==> config.mk <==
export PLATFORM = sky130hd
export DESIGN_NAME = ad1_responder
export DESIGN_NICKNAME = d
export VERILOG_FILES = /design/src/rtl/ad1_pkg.sv /design/src/rtl/ad1_edge_sync.sv /design/src/rtl/ad1_responder.sv
export SDC_FILE = /design/constraint.sdc
export NUM_CORES = 1
export LEC_CHECK = 0
export CORE_ASPECT_RATIO = 0.8
export CORE_MARGIN = 2
export CORE_UTILIZATION = 40
export DETAILED_ROUTE_END_ITERATION = 16
export PLACE_DENSITY_LB_ADDON = 0.3
export SETUP_SLACK_MARGIN = 0.3
export SLEW_MARGIN = 40
export SYNTH_ARGS = -nofsm -noshare
export SYNTH_HDL_FRONTEND = slang
export SYNTH_SLANG_ARGS = --single-unit
==> constraint.sdc <==
create_clock -name SCLKI -period 1.71 [get_ports SCLKI]
set_input_delay 0.342 -clock SCLKI [delete_from_list [all_inputs] [get_ports SCLKI]]
set_output_delay 0.342 -clock SCLKI [all_outputs]
set_load 0.02 [all_outputs]
==> src/rtl/ad1_pkg.sv <==
// Purpose: shared types and constants for the PmodAD1 responder (AD7476A emulation).
// Latency: n/a (declarations only).
// Backpressure: n/a; the serial link has no flow control, the controller owns all timing.
//
// Contents:
//   ad1_state_e  - responder frame state (IDLE, SHIFT, QUIET)
//   AD1_LEAD_W   - leading zero bits per frame
//   AD1_DATA_W   - sample bits per frame
//   AD1_FRAME_W  - total frame length in bits
//   AD1_CNT_W    - width of the bit counter (must hold the value AD1_FRAME_W)
//   ad1_frame()  - builds the shift-register load word from a sample
package ad1_pkg;

    typedef enum logic [1:0] {
        IDLE  = 2'd0,
        SHIFT = 2'd1,
        QUIET = 2'd2
    } ad1_state_e;

    localparam int AD1_LEAD_W  = 4;
    localparam int AD1_DATA_W  = 12;
    localparam int AD1_FRAME_W = AD1_LEAD_W + AD1_DATA_W;
    localparam int AD1_CNT_W   = $clog2(AD1_FRAME_W + 1);

    // Frame word for the default geometry: leading zeros, then the sample MSB first.
    function automatic logic [AD1_FRAME_W-1:0] ad1_frame(input logic [AD1_DATA_W-1:0] sample);
        return {{AD1_LEAD_W{1'b0}}, sample};
    endfunction

endpackage

==> src/rtl/ad1_edge_sync.sv <==
// Purpose: multi-flop synchronizer for an asynchronous level, plus rise/fall strobes.
// Latency: a pin edge produces a one-cycle strobe STAGES cycles later (combinational off the last stage).
// Backpressure: none; strobes are single-cycle and must be consumed in the cycle they appear.
//
// Ports:
//   clk_i      - sampling clock
//   rst_i      - synchronous active-high reset
//   rst_val_i  - level loaded into every flop on reset (use the input's idle level)
//   d_i        - asynchronous input
//   rise_o     - one-cycle strobe on a synchronized 0->1 transition
//   fall_o     - one-cycle strobe on a synchronized 1->0 transition
module ad1_edge_sync #(
    parameter int STAGES = 2
) (
    input  logic clk_i,
    input  logic rst_i,
    input  logic rst_val_i,
    input  logic d_i,
    output logic rise_o,
    output logic fall_o
);

    logic [STAGES-1:0] sync_q;
    logic              prev_q;

    // Resetting every flop to the idle level means the detector sees no
    // transition after reset unless the pin really sits at the other level.
    always_ff @(posedge clk_i) begin
        if (rst_i) begin
            sync_q <= {STAGES{rst_val_i}};
            prev_q <= rst_val_i;
        end else begin
            sync_q <= {sync_q[STAGES-2:0], d_i};
            prev_q <= sync_q[STAGES-1];
        end
    end

    assign rise_o =  sync_q[STAGES-1] & ~prev_q;
    assign fall_o = ~sync_q[STAGES-1] &  prev_q;

endmodule

==> src/rtl/ad1_responder.sv <==
// Purpose: emulates the two AD7476A converters of a PmodAD1 (serial responder for AD1_Controller).
// Latency: SYNC_STAGES+1 SCLKI cycles from a CS/SCLK pin edge to the aDATA change (3 with defaults).
// Backpressure: none; the controller paces the frame, SCLK period must be >= 2*(SYNC_STAGES+2) SCLKI cycles.
//
// Ports:
//   SCLKI            - system clock, all logic on its rising edge
//   RST              - synchronous active-high reset
//   CS               - controller chip-select, active low, asynchronous
//   SCLK             - controller serial clock, idle high, asynchronous
//   SAMPLE1/SAMPLE2  - channel samples, captured on the CS falling edge
//   aDATA1/aDATA2    - serial data out, LEAD_W zeros then DATA_W sample bits, MSB first
//   BUSY             - frame in progress (SHIFT or QUIET)
//   DONE             - one-cycle pulse after the last bit has been shifted
//   ABORT            - one-cycle pulse when CS rises before the last SCLK falling edge
//
// Build option: define AD1_RESP_TESTPATTERN_EN to ignore SAMPLE1/SAMPLE2 and send an
// internal counter (channel 1) and its inverse (channel 2); the counter advances on DONE.
module ad1_responder
    import ad1_pkg::*;
#(
    parameter int DATA_W      = AD1_DATA_W,
    parameter int LEAD_W      = AD1_LEAD_W,
    parameter int SYNC_STAGES = 2
) (
    input  logic              SCLKI,
    input  logic              RST,
    input  logic              CS,
    input  logic              SCLK,
    input  logic [DATA_W-1:0] SAMPLE1,
    input  logic [DATA_W-1:0] SAMPLE2,
    output logic              aDATA1,
    output logic              aDATA2,
    output logic              BUSY,
    output logic              DONE,
    output logic              ABORT
);

    localparam int FRAME_W = LEAD_W + DATA_W;
    localparam int CNT_W   = $clog2(FRAME_W + 1);

    // ------------------------------------------------------------------
    // Input synchronizers and edge strobes
    // ------------------------------------------------------------------
    logic cs_rise;
    logic cs_fall;
    logic sclk_fall;
    logic sclk_rise_unused;

    ad1_edge_sync #(.STAGES(SYNC_STAGES)) u_cs_sync (
        .clk_i     (SCLKI),
        .rst_i     (RST),
        .rst_val_i (1'b1),
        .d_i       (CS),
        .rise_o    (cs_rise),
        .fall_o    (cs_fall)
    );

    ad1_edge_sync #(.STAGES(SYNC_STAGES)) u_sclk_sync (
        .clk_i     (SCLKI),
        .rst_i     (RST),
        .rst_val_i (1'b1),
        .d_i       (SCLK),
        .rise_o    (sclk_rise_unused),
        .fall_o    (sclk_fall)
    );

    // ------------------------------------------------------------------
    // State and datapath registers
    // ------------------------------------------------------------------
    ad1_state_e         state_q, state_d;
    logic [FRAME_W-1:0] shift1_q, shift1_d;
    logic [FRAME_W-1:0] shift2_q, shift2_d;
    logic [CNT_W-1:0]   bit_cnt_q, bit_cnt_d;
    logic               done_q, done_d;
    logic               abort_q, abort_d;

    logic [DATA_W-1:0]  smp1;
    logic [DATA_W-1:0]  smp2;
    logic               last_bit;

    // The falling edge that completes the frame is the one seen while the
    // counter still holds FRAME_W-1.
    assign last_bit = (bit_cnt_q == CNT_W'(FRAME_W - 1));

    // ------------------------------------------------------------------
    // Sample source
    // ------------------------------------------------------------------
`ifdef AD1_RESP_TESTPATTERN_EN
    logic [DATA_W-1:0] pat_q, pat_d;
    logic              unused_samples;

    assign unused_samples = ^{SAMPLE1, SAMPLE2};

    // Advances only on a completed frame; aborted frames repeat the value.
    assign pat_d = done_d ? pat_q + DATA_W'(1) : pat_q;

    always_ff @(posedge SCLKI) begin
        if (RST) begin
            pat_q <= '0;
        end else begin
            pat_q <= pat_d;
        end
    end

    assign smp1 = pat_q;
    assign smp2 = ~pat_q;
`else
    assign smp1 = SAMPLE1;
    assign smp2 = SAMPLE2;
`endif

    // ------------------------------------------------------------------
    // FSM process 1: state and datapath registers
    // ------------------------------------------------------------------
    always_ff @(posedge SCLKI) begin
        if (RST) begin
            state_q   <= IDLE;
            shift1_q  <= '0;
            shift2_q  <= '0;
            bit_cnt_q <= '0;
            done_q    <= 1'b0;
            abort_q   <= 1'b0;
        end else begin
            state_q   <= state_d;
            shift1_q  <= shift1_d;
            shift2_q  <= shift2_d;
            bit_cnt_q <= bit_cnt_d;
            done_q    <= done_d;
            abort_q   <= abort_d;
        end
    end

    // ------------------------------------------------------------------
    // FSM process 2: next state
    // ------------------------------------------------------------------
    always_comb begin
        state_d = state_q;
        case (state_q)
            IDLE: begin
                if (cs_fall) begin
                    state_d = SHIFT;
                end
            end
            SHIFT: begin
                // CS release has priority over a coincident SCLK edge.
                if (cs_rise) begin
                    state_d = IDLE;
                end else if (sclk_fall && last_bit) begin
                    state_d = QUIET;
                end
            end
            QUIET: begin
                if (cs_rise) begin
                    state_d = IDLE;
                end
            end
            default: begin
                state_d = IDLE;
            end
        endcase
    end

    // ------------------------------------------------------------------
    // Datapath next values: load, shift, count, event pulses
    // ------------------------------------------------------------------
    always_comb begin
        shift1_d  = shift1_q;
        shift2_d  = shift2_q;
        bit_cnt_d = bit_cnt_q;
        done_d    = 1'b0;
        abort_d   = 1'b0;
        case (state_q)
            IDLE: begin
                // A SCLK edge coincident with the CS fall is dropped: the
                // load must present the first leading zero for a full period.
                if (cs_fall) begin
                    shift1_d  = {{LEAD_W{1'b0}}, smp1};
                    shift2_d  = {{LEAD_W{1'b0}}, smp2};
                    bit_cnt_d = '0;
                end
            end
            SHIFT: begin
                if (cs_rise) begin
                    abort_d = 1'b1;
                end else if (sclk_fall) begin
                    shift1_d  = {shift1_q[FRAME_W-2:0], 1'b0};
                    shift2_d  = {shift2_q[FRAME_W-2:0], 1'b0};
                    bit_cnt_d = bit_cnt_q + CNT_W'(1);
                    done_d    = last_bit;
                end
            end
            default: begin
            end
        endcase
    end

    // ------------------------------------------------------------------
    // FSM process 3: outputs
    // ------------------------------------------------------------------
    always_comb begin
        BUSY   = (state_q != IDLE);
        // Data lines are only driven from the shifters while shifting, so
        // both abort and completion force them low on the state change.
        aDATA1 = (state_q == SHIFT) & shift1_q[FRAME_W-1];
        aDATA2 = (state_q == SHIFT) & shift2_q[FRAME_W-1];
        DONE   = done_q;
        ABORT  = abort_q;
    end

endmodule
# Word-level counts from Yosys, hierarchy flattened
# Index checks and enable logic that the tools add are counted.
dict set report word_totals {
  reg_bits 47
  inputBits 28
  output_inout_bits 5
  elab_cells 55
}
dict set report classes {
  n_addsub 1
  eq_ne 8
  muxes 18
  n_bitwise 10
  n_reduce_logical 8
}
# op count
set ops {}
lappend ops {{16-bit 2-to-1 mux} 6}
lappend ops {{16-bit case mux with 2 select lines} 2}
lappend ops {{5-bit 2-to-1 mux} 3}
lappend ops {{5-bit case mux with 2 select lines} 1}
lappend ops {{2-bit 2-to-1 mux} 4}
lappend ops {{2-bit inequality test (second input constant)} 4}
lappend ops {{2-bit case mux with 3 select lines} 1}
lappend ops {{5-bit by 1-bit adder with 5-bit output (second input constant)} 1}
lappend ops {{1-bit bitwise AND} 5}
lappend ops {{5-bit by 4-bit equality test with 1-bit output (second input constant)} 1}
lappend ops {{1-bit NOT} 5}
lappend ops {{4-bit AND reduction} 1}
lappend ops {{2-bit nonzero test} 2}
lappend ops {{4-bit OR reduction} 1}
lappend ops {{3-bit inequality test (second input constant)} 1}
lappend ops {{3-bit AND reduction} 1}
lappend ops {{2-bit by 1-bit equality test with 1-bit output (second input constant)} 1}
lappend ops {{2-bit equality test (second input constant)} 1}
lappend ops {{2-bit zero test} 1}
lappend ops {{2-bit OR reduction} 1}
lappend ops {{1-bit logical AND} 1}
lappend ops {{1-bit 2-to-1 mux} 1}

# Logic depth before layout (Yosys ltp)
dict set report logic_depth {
  word_depth 6
  ltp_mapped 7
  ltp_nobuf 6
}

# By module
# From an unflattened synthesis, not the netlist that was laid out.
dict set report hier_totals {
  cells_unflattened 237
  area_unflattened_um2 2110.8
}
# mod n_inst cells_each area_per_inst_um2
set modules_own_cells {}
lappend modules_own_cells {ad1_responder 1 221 1898.1}
lappend modules_own_cells {ad1_edge_sync 2 8 106.4}

# Least setup slack after synthesis
# Ideal clock, no wire load.
dict set report synth_timing {
  kind {reg-to-reg}
  start {register state_q[0]}
  end {register shift2_q[2]}
  t_arrival_ns 1.337
  path_slack_ns 0.288
  path_stages_with_launch 8
  n_path_buf 3
  path_cell_list {dfxtp_1 -> buf_4 -> nor4b_4 -> a31o_2 -> buf_4 -> buf_4 -> nor2_1 -> a211oi_1}
}
dict set report synth_via {
  elab_chain_len 3
  elab_cells_between_ends 8
  classes_between {4 x eq/ne; 1 x mux; 3 x reduce/logical}
}
# item line_no
set synth_rtl {}
lappend synth_rtl {{start, declared} ad1_responder.sv:70} ;# ad1_state_e state_q, state_d;
lappend synth_rtl {{start signal, assigned} ad1_responder.sv:124} ;# state_q <= state_d;
lappend synth_rtl {{2-bit by 1-bit equality test with 1-bit output or 2-bit zero test (tied branches)} ad1_responder.sv:172} ;# case (state_q)
lappend synth_rtl {{2-bit inequality test (no source line) or 2-bit nonzero test (tied branches)} --}
lappend synth_rtl {{4-bit AND reduction (no source line)} --}
lappend synth_rtl {{end signal, assigned} ad1_responder.sv:126} ;# shift2_q <= shift2_d;
lappend synth_rtl {{end, declared} ad1_responder.sv:72} ;# logic [FRAME_W-1:0] shift2_q, shift2_d;
# Several ways; a longest one is shown, not always the timed one.
# A chain may end at the register's enable or synchronous reset.

# Worst setup path in the final report
dict set report layout_timing {
  start {register state_q[0]}
  end {register shift2_q[1]}
}
# Same word-level chain as after synthesis.

==> results <==
- The estimated wirelength of the detail-placed design is 2.63 mm.
- The global-route usage over all layers is 18.2%.
- The distinct cell type count of the synthesized netlist is 29.
- The ratio of cells with drive above 1 in the final layout is 40.2%.
- The die is 66.2 um tall.
- The leakage power summed over all cells is 1.15 nW.
- The setup slack on the worst flop-to-flop path is 0.13 ns.
- The cell area after technology mapping is 1940 sq um.
- The minimum clock period after layout is 1.58 ns.
- The starting density of the core is 41.9%.
- The DRC violation total after the first TritonRoute iteration is 115.
- The floorplan has 22 rows.
- In the final design database the tool counted 290 nets.
- Entering global routing, the biggest net connects 24 pins.
- The post-place instance area is 2400 sq um.
- The maximum net fanout on the critical path is 5.
- The async set-reset flop share out of synthesis is 0%.
- The die is 81.8 um wide.
- Timing would allow up to 0.631 GHz.
- Setup repair after global routing could not meet its margin everywhere.
- The number of nets handed over by synthesis was 229.
- Setup violations remaining at the end of the flow were counted as 0.
- VDD sags by at most 0.647 mV.
- The detailed-route via count is 1,706.
- The tree built by TritonCTS fans out to 47 sinks.
- The I/O pin total is 33.
- For the final routed database, the setup TNS stands at 0 ns.
- The detailed-route vias per instance is 5.31.
- The overflow left after global routing is 0.
- The final critical-path share of the clock period is 92.6%.
- The post-place setup slack is -0.0501 ns.
- The number of levels the H-tree was split into is 2.
- In the synthesized netlist, the number of instances is 199.
- The first TritonRoute pass finished after 4 iterations.
- The slowest stage cell on the critical path is dfxtp_2.
- Across the run, the number of max-cap violations was 0.
- The number of warnings issued by yosys is 0.
- Summing the sequential cell areas from Yosys gives 48.6% of the chip area.
- The share of the synthesized area in the top cell type is 48.6%.
- The signal on the critical path passes through buf_6 > nor4b_4 > buf_4 > a31o_4 > buf_6 > buf_6 > nor2_4 > a211oi_2.
- The worst path meets setup with 0.126 ns of slack.
- The power per cell area is 811 nW/um^2.
- The critical path's most frequent cell is buf_6.
- For this block, the routed nets add up to 4.92 mm of wire.
- TritonCTS built the clock tree.
- After routing the design area is 3100 sq um.
- The number of routed nets with antenna violations is 0.
- The final hold violation count is 0.
- From synthesis to final layout, the design area changed by 60.1%.
- The core outline area is 4620 sq um.
- The die covers 5420 sq um.
- The synthesized design contains 0 enable-type register cells.
- On the worst path, the slowest cell contributes a delay of 0.33 ns.
- The mean area per synthesized cell is 9.73 sq um.
- STA puts the critical path data required time at 1.95 ns.
- The max-slew violation count is 0.
- The classification of the worst setup path is flip-flop to flip-flop.
- The detailed-route wire length per cell is 15.3 um.
- In this run the worst hold path is classified as flip-flop to flip-flop.
- The first global-routing pass estimated 7.43 mm of wire.
- In this run, synthesis produced a sequential element count of 47.
- The initial antenna violation count came to 0.
- STA puts the critical path data arrival time at 1.82 ns.
- The remaining max-slew budget at the tightest pin is 82.4%.
- For this run, design rule violations remaining after detail routing come to 0.
- The count of antenna diodes in the layout is 0.
- The most used standard cell by instance count after synthesis is dfxtp_1.
- The congestion estimate from routability-driven global placement came to 0.815.
- The hold buffer count at CTS is 0.
- Buffers inserted during clock tree synthesis total 5.
- The number of placed instances, taps included, is 291.
- The final setup skew is 0.0104 ns.
- The primary flip-flop cell chosen by synthesis mapping is dfxtp_1.
- The post-route non-filler standard cell count is 321.
- The number of global-route vias before repair is 1,571.
- The slew at the pin with the worst max-slew slack is 0.263 ns.
- The run finished with clean final reports.
- The library cell with the largest summed area after synthesis is dfxtp_1.
- The commonest cells after synthesis are dfxtp_1, nor2_1, mux2i_1.
- By area the synthesized netlist is led by dfxtp_1, mux2i_1, a211oi_1, nor2_1, a22oi_1.
- The clock transition at the registers of the reported paths is 0.09 ns.
- Input and output buffers added on the ports amount to 32.
- The worst setup path is captured at a flip-flop.
- The sort of element at the start of the critical path is a flip-flop.
- Counting along the longest clock path gives a buffer depth of 2.
- The core occupancy in the finished layout is 67.0%.
- Counting the fill cells in the layout gives 349.
- The root buffer cell is clkbuf_8.
- At the later pin of the worst-skew pair, clock insertion delay measures 0.31 ns.
routing by layer:
layer  part of all wire (%)  up-vias  wire length, um  track usage (%)
met5                      0        -                0                0
met4                    1.1        0               55             6.04
met3                    4.4        8              215             6.01
met2                     48       38             2340             27.6
met1                     47      820             2310             24.3
li1                       -      840                -                -
area by class of cell:
cell class	count	area, sq um	area share (%)
clock buffers	5	68.8	2.22
clock inverters	3	67.6	2.18
inverters	3	11.3	0.363
multi-input cells	133	1140	36.9
flip-flops and latches	47	952	30.7
well taps	60	75.1	2.42
repair buffers	70	781	25.2
path summary, 6_finish.rpt:
kind	from	end	cells past startpoint
worst max-delay path	state_q[0]$_SDFFE_PP0P_	shift2_q[1]$_SDFFE_PP0P_	8
worst min-delay path	u_sclk_sync.sync_q[0]$_SDFF_PP1_	u_sclk_sync.sync_q[1]$_SDFF_PP1_	1
worst max register to register	state_q[0]$_SDFFE_PP0P_	shift2_q[1]$_SDFFE_PP0P_	8
worst min register to register	u_sclk_sync.sync_q[0]$_SDFF_PP1_	u_sclk_sync.sync_q[1]$_SDFF_PP1_	1
through the flow:
step	hold slack [ns]	total power, mW
floorplan	0.389	1.32
global placement	0.391	1.43
detailed placement	0.400	1.44
CTS	0.420	2.48
global route	0.434	2.63
finish	0.417	2.51
cells by family (layout without fill, tap and decap cells):
group	after synthesis	after routing	share of synthesized area [%]
simple gates	66	66	17.3
flops	47	47	48.6
compound gates	42	42	16.2
mux	23	23	11.9
buf+inv	19	81	4.78
fa+ha+maj	2	2	1.29
cells in the final DEF (no fill, tap or decap), types with 2 or more instances in the layout:
cell type and count:
dfxtp_1 42, clkdlybuf4s50_1 27, mux2i_1 23, nor2_1 22, buf_4 20, a211oi_2 15, buf_6 12, a211oi_1 7
nor2_4 7, a22oi_1 7, or2_2 6, nor2_2 6, a22oi_2 5, clkbuf_8 5, buf_12 5, inv_1 3
nor3_1 3, nand2_1 3, a31oi_1 3, nor2b_1 3, dfxtp_2 3, buf_16 3, and2_4 2, nor4_1 2
bufinv_16 2, dlygate4sd2_1 2, dfxtp_4 2
registers in the layout, summed over array words and instances (netlist names):
name / cells
ABORT: 1
u_cs_sync.sync_q: 2
bit_cnt_q: 5
shift2_q: 16
u_sclk_sync.sync_q: 2
shift1_q: 16
state_q: 2
u_cs_sync.prev_q: 1
u_sclk_sync.prev_q: 1
DONE: 1
critical path, delay by kind of cell (launching register included):
family	cells	cell delay, ns
compound gates	2	0.33
buf+inv	4	0.55
flops	1	0.33
simple gates	2	0.30
report_power, final:
group / leakage [nW] / total [mW] / switching, mW / internal [mW]
sequential: 0.384 / 1.16 / 0.0313 / 1.13
combinational: 0.707 / 0.388 / 0.163 / 0.225
clock: 0.0644 / 0.961 / 0.378 / 0.583
repair_timing:
item | 4_1_cts | 5_1_grt
gates resized for setup | 68 | 30
setup endpoints to repair | 42 | 38
pin swaps | 17 | 11
gates cloned | 4 | 1
setup buffers | 10 | 7
(Power assumes the default switching activity.)
